### config.mk
export PLATFORM = sky130hd
export DESIGN_NAME = ppa_multiword_seq
export DESIGN_NICKNAME = d
export VERILOG_FILES = /design/src/rtl/ppa_pkg.sv /design/src/rtl/ppa_multiword_seq.sv
export SDC_FILE = /design/constraint.sdc
export NUM_CORES = 1
export LEC_CHECK = 0
export ABC_AREA = 1
export CAP_MARGIN = 40
export CORE_ASPECT_RATIO = 0.75
export CORE_MARGIN = 5
export CORE_UTILIZATION = 39
export CTS_CLUSTER_SIZE = 8
export DETAILED_ROUTE_END_ITERATION = 10
export PLACE_DENSITY_LB_ADDON = 0.05
export SYNTH_ARGS = -nofsm -noshare
export SYNTH_HDL_FRONTEND = slang
export SYNTH_SLANG_ARGS = --single-unit
### constraint.sdc
create_clock -name clk -period 3.9 [get_ports clk]
set_input_delay 0.585 -clock clk [delete_from_list [all_inputs] [get_ports clk]]
set_output_delay 0.585 -clock clk [all_outputs]
set_load 0.02 [all_outputs]
### src/rtl/ppa_pkg.sv
// Shared definitions for the multi-word prefix-adder sequencer:
// FSM state encoding, adder word width and first-carry selection.
package ppa_pkg;

    localparam int PPA_W = 8;

    typedef enum logic [1:0] {
        ST_IDLE = 2'd0,
        ST_RUN  = 2'd1,
        ST_DONE = 2'd2
    } ppa_state_e;

    // Subtract is A + ~B + 1, so the first word always sees carry-in 1.
    function automatic logic first_carry(input logic sub, input logic cin);
        if (sub) begin
            return 1'b1;
        end else begin
            return cin;
        end
    endfunction

endpackage

### src/rtl/ppa_multiword_seq.sv
// Time-multiplexes one external 8-bit prefix adder to perform a WORDS*8-bit
// add or subtract, one word per cycle, LSB word first.
module ppa_multiword_seq
    import ppa_pkg::*;
#(
    parameter int WORDS = 4
) (
    input  logic                 clk,
    input  logic                 rst_n,
    input  logic                 in_valid,
    output logic                 in_ready,
    input  logic [WORDS*8-1:0]   in_a,
    input  logic [WORDS*8-1:0]   in_b,
    input  logic                 in_cin,
    input  logic                 in_sub,
    output logic                 out_valid,
    input  logic                 out_ready,
    output logic [WORDS*8-1:0]   out_sum,
    output logic                 out_cout,
    output logic                 out_ovf,
    output logic [7:0]           adder_a,
    output logic [7:0]           adder_b,
    output logic                 adder_cin,
    input  logic [7:0]           adder_sum,
    input  logic                 adder_cout
);

    localparam int W  = PPA_W;
    localparam int N  = WORDS * W;
    localparam int CW = (WORDS > 1) ? $clog2(WORDS) : 1;
    localparam logic [CW-1:0] LAST_IDX = CW'(WORDS - 1);

    ppa_state_e      r_state;
    logic [CW-1:0]   r_cnt;
    logic            r_carry;
    logic            r_sub;
    logic [N-1:0]    r_a;
    logic [N-1:0]    r_b;
    logic [N-1:0]    r_res;
    logic            r_cout;
    logic            r_ovf;

    logic [W-1:0]    w_a_word;
    logic [W-1:0]    w_b_eff;
    logic            w_last;
    logic            w_ovf;

    // Current operand words; B is inverted when subtracting.
    always_comb begin
        w_a_word = r_a[int'(r_cnt)*W +: W];
        w_b_eff  = r_b[int'(r_cnt)*W +: W] ^ {W{r_sub}};
        w_last   = (r_cnt == LAST_IDX);
        w_ovf    = (w_a_word[W-1] == w_b_eff[W-1]) && (adder_sum[W-1] != w_a_word[W-1]);
    end

    // Adder bus is only driven while a word is in flight; quiet otherwise.
    always_comb begin
        if (r_state == ST_RUN) begin
            adder_a   = w_a_word;
            adder_b   = w_b_eff;
            adder_cin = r_carry;
        end else begin
            adder_a   = 8'h00;
            adder_b   = 8'h00;
            adder_cin = 1'b0;
        end
    end

    // Sequencer FSM, operand capture and per-word result/carry accumulation.
    always_ff @(posedge clk or negedge rst_n) begin
        if (!rst_n) begin
            r_state <= ST_IDLE;
            r_cnt   <= {CW{1'b0}};
            r_carry <= 1'b0;
            r_sub   <= 1'b0;
            r_a     <= {N{1'b0}};
            r_b     <= {N{1'b0}};
            r_res   <= {N{1'b0}};
            r_cout  <= 1'b0;
            r_ovf   <= 1'b0;
        end else begin
            case (r_state)
                ST_IDLE: begin
                    if (in_valid) begin
                        r_a     <= in_a;
                        r_b     <= in_b;
                        r_sub   <= in_sub;
                        r_carry <= first_carry(in_sub, in_cin);
                        r_cnt   <= {CW{1'b0}};
                        r_state <= ST_RUN;
                    end
                end
                ST_RUN: begin
                    r_res[int'(r_cnt)*W +: W] <= adder_sum;
                    r_carry                   <= adder_cout;
                    // Counter parks on the last index instead of wrapping.
                    if (w_last) begin
                        r_cout  <= adder_cout;
                        r_ovf   <= w_ovf;
                        r_state <= ST_DONE;
                    end else begin
                        r_cnt <= r_cnt + CW'(1);
                    end
                end
                ST_DONE: begin
                    if (out_ready) begin
                        r_state <= ST_IDLE;
                    end
                end
                default: begin
                    r_state <= ST_IDLE;
                end
            endcase
        end
    end

    assign in_ready  = (r_state == ST_IDLE);
    assign out_valid = (r_state == ST_DONE);
    assign out_sum   = r_res;
    assign out_cout  = r_cout;
    assign out_ovf   = r_ovf;

endmodule
==> metrics.md <==
| Metric | Value |
|---|---|
| Root buffer cell | `clkbuf_16` |
| CP top delay family | `buffers and inverters` |
| Worst EP required | `3310 ps` |
| Worst Hold Class | `input pin to asynchronous set/reset pin` |
| Met3 wire len | `870 microns` |
| Fmax | `307 MHz` |
| Critical Path Max Stage Delay | `760 ps` |
| Switching share of power | `42.6%` |
| CP endpoint kind | `primary output` |
| Initial antenna violation count | `0` |
| Die X | `138 microns` |
| Vias in the first global route | `4217` |
| Worst path cell trace | `inv_2 -> o21ai_0 -> o22ai_1 -> nand2_1 -> nand2_1 -> nor2_1 -> clkdlybuf4s50_1` |
| Setup Fix Bufs, Post-CTS | `0` |
| Logic gate share of total power | `48.8%` |
| Placed cell count | `874` |
| WL/cell | `15.5 microns` |
| Total wire length | `13800 microns` |
| YS warnings | `0` |
| Pre-antenna DRT Iters | `5` |
| Die Ht | `106 microns` |
| Rows | `35` |
| Internal | `3.14 mW` |
| Switch Pwr | `2.34 mW` |
| Uppermost routed layer | `met4` |
| Final Setup Violations | `0` |
| Num ports | `132` |
| Startpoint Class | `register` |
| Clock Skews | `8.22 ps` |
| Synthesized Nets | `689` |
| Proportion of layout cells with a drive suffix above 1 | `4.83%` |
| Reg clk slew, reported paths | `70 ps` |
| CTS Buf Count | `9` |
| Slew headroom | `48.0%` |
| Period Utilization, post-route | `83.4%` |
| Die ar. | `14600 sq um` |
| CP bufs+invs | `2` |
| Diode count | `0` |
| Status | `completed` |
| Unique masters post-synth | `24` |
| Worst slew pin tran | `780 ps` |
| CORE AREA | `12200 sq um` |
| Pleak | `3.09 nW` |
| Final Hold Violating Endpoints | `0` |
| Clk_lat worst skew | `340 ps` |
| Total GRT Usage | `18.9%` |
| VDD IR-drop max | `0.000415 V` |
| DRC violations left | `0` |
| Cts hold-fix bufs | `0` |
| Critical Path Slowest Stage Cell | `dfrtp_1` |
| Most common cell on crit path | `nand2_1` |
| Slew Limit Fails | `0` |
| First-iteration detailed-routing DRC count | `357` |
| Power density over the cells | `842 nW/um^2` |
| TNS Setup | `0 ps` |
| Post-detail-place hpwl | `9720 microns` |
| Largest net degree at the start of global routing | `67` |
| Vias | `4355` |
| Overall Power | `5.48 mW` |
| Yosys reg bits | `104` |
| WL met1 | `6760 microns` |
| Sequential area share after synthesis | `54.3%` |
| Critical Path Fanout Max | `20` |
| Congestion Overflow GR | `0` |
| TritonCTS clock tree | `yes` |
| Antenna-violating nets left | `0` |
| Clock share of power | `17.0%` |
| Routability cong. | `0.828` |
| CP arrival | `2670 ps` |
| Mapped Area | `4790 sq um` |
| Final Critical Period | `3250 ps` |
| Flop pwr share | `34.2%` |
| Max-cap violation count | `0` |
| Area grow syn2layout | `35.9%` |
| H-tree Lvls | `3` |
| PortBufs | `131` |
| Vias/cell | `4.89` |
| Sink Count | `104` |
| CP Class | `register to primary output` |
| Initial Util | `39.4%` |
| Unrepaired setup endpoints after global routing | `no` |
| Syn Area/Cell | `7.92 sq um` |
| CTS resizes | `0` |
| Fin nets | `803` |
| Final std cells w/o fill | `890` |
| Cells after synthesis | `605` |
| Met2 routed WL | `5930 microns` |
| First-pass GRT wire length | `21700 microns` |
| Maximum clock path buffer count | `2` |
## state kept, by name, indices dropped and copies added, names as in the netlist
signal and flops:
out_cout 1, out_ovf 1, r_state 2, out_sum 32, r_cnt 2, r_b 32
r_carry 1, r_sub 1, r_a 32
## synth_stat cells
library cell	number	area share (%)
nand2_1	255	20
dfrtp_1	104	54
nor2_1	64	5.0
o21ai_0	59	6.2
o21ai_1	24	2.5
buf_2	18	1.9
inv_1	11	0.86
nand3_1	11	1.1
a21oi_1	8	0.84
buf_4	8	1.3
o22ai_1	8	1.0
clkbuf_1	6	0.47
nand4_1	6	0.78
ha_1	5	1.3
inv_2	5	0.39
nand3_2	2	0.42
nor2_2	2	0.26
nor3_1	2	0.21
o31ai_1	2	0.31
buf_1	1	0.078
buf_6	1	0.24
clkbuf_2	1	0.10
nor2_4	1	0.24
o21ai_2	1	0.18
## metal layers
| metal | GRT usage, % | vias to the layer above |
|---|---|---|
| met2 | 27.3 | 146 |
| met5 | 0 | - |
| met3 | 4.54 | 18 |
| met4 | 5.15 | 0 |
| li1 | - | 2152 |
| met1 | 28.3 | 2039 |
## cell usage in the layout, fill, tap and decap left out, types with 5 or more instances in the layout
cell,instances
a21oi_1,8
buf_4,6
clkbuf_16,9
clkdlybuf4s50_1,130
dfrtp_1,104
ha_1,5
inv_1,11
inv_2,5
nand2_1,254
nand3_1,11
nand4_1,6
nor2_1,64
o21ai_0,59
o21ai_1,24
o22ai_1,8
## logic make-up after synthesis
logic type	Yosys count	synth area share, %
and+or+nand+nor	343	28.0
DFF	104	54.3
AOI/OAI and AO/OA	102	11.0
buffers and inverters	51	5.28
adders and majority gates	5	1.31
## worst paths after layout
path	depth (start not counted)	from	end	slack (ps)
setup / recovery	7	r_cnt[1]	adder_b[2]	650
hold / removal	1	rst_n	r_b[24]	180
setup reg to reg	6	r_cnt[1]	out_sum[16]	1440
hold reg to reg	2	r_b[11]	r_b[11]	480
max in group asynchronous	3	rst_n	r_b[3]	2870
min in group clk	2	r_b[11]	r_b[11]	480
## power by group through the flow
| stage | clock, mW | sequential (mW) | combinational (mW) |
|---|---|---|---|
| global route | 0.987 | 1.93 | 2.97 |
| CTS | 0.947 | 1.87 | 2.69 |
| global placement | 0 | 1.88 | 2.64 |
| detailed placement | 0 | 1.89 | 2.68 |
| floorplan | 0 | 1.93 | 1.56 |
| finish | 0.930 | 1.88 | 2.67 |
## through the flow
| step | worst slack, ps | area (sq um) | hold WS, ps | util, % |
|---|---|---|---|---|
| after global routing | 441 | 6510 | 202 | 53.5 |
| after detailed placement | 1020 | 6200 | 462 | 50.9 |
| after global placement | 1080 | 6150 | 460 | 50.6 |
| after floorplan | 1970 | 4790 | 289 | - |
| final | 646 | 6510 | 180 | 53.5 |
| after CTS | 661 | 6510 | 187 | 53.5 |
## layout make-up
| class | instances | area, sq um |
|---|---|---|
| fillers | 1181 | 5660 |
| flip-flops and latches | 104 | 2600 |
| multi-input cells | 450 | 1940 |
| repair buffers | 138 | 1390 |
| clock buffers | 12 | 256 |
| well taps | 166 | 208 |
| inverters | 16 | 60.1 |
| clock inverters | 4 | 51.3 |
(Power assumes the default switching activity.)
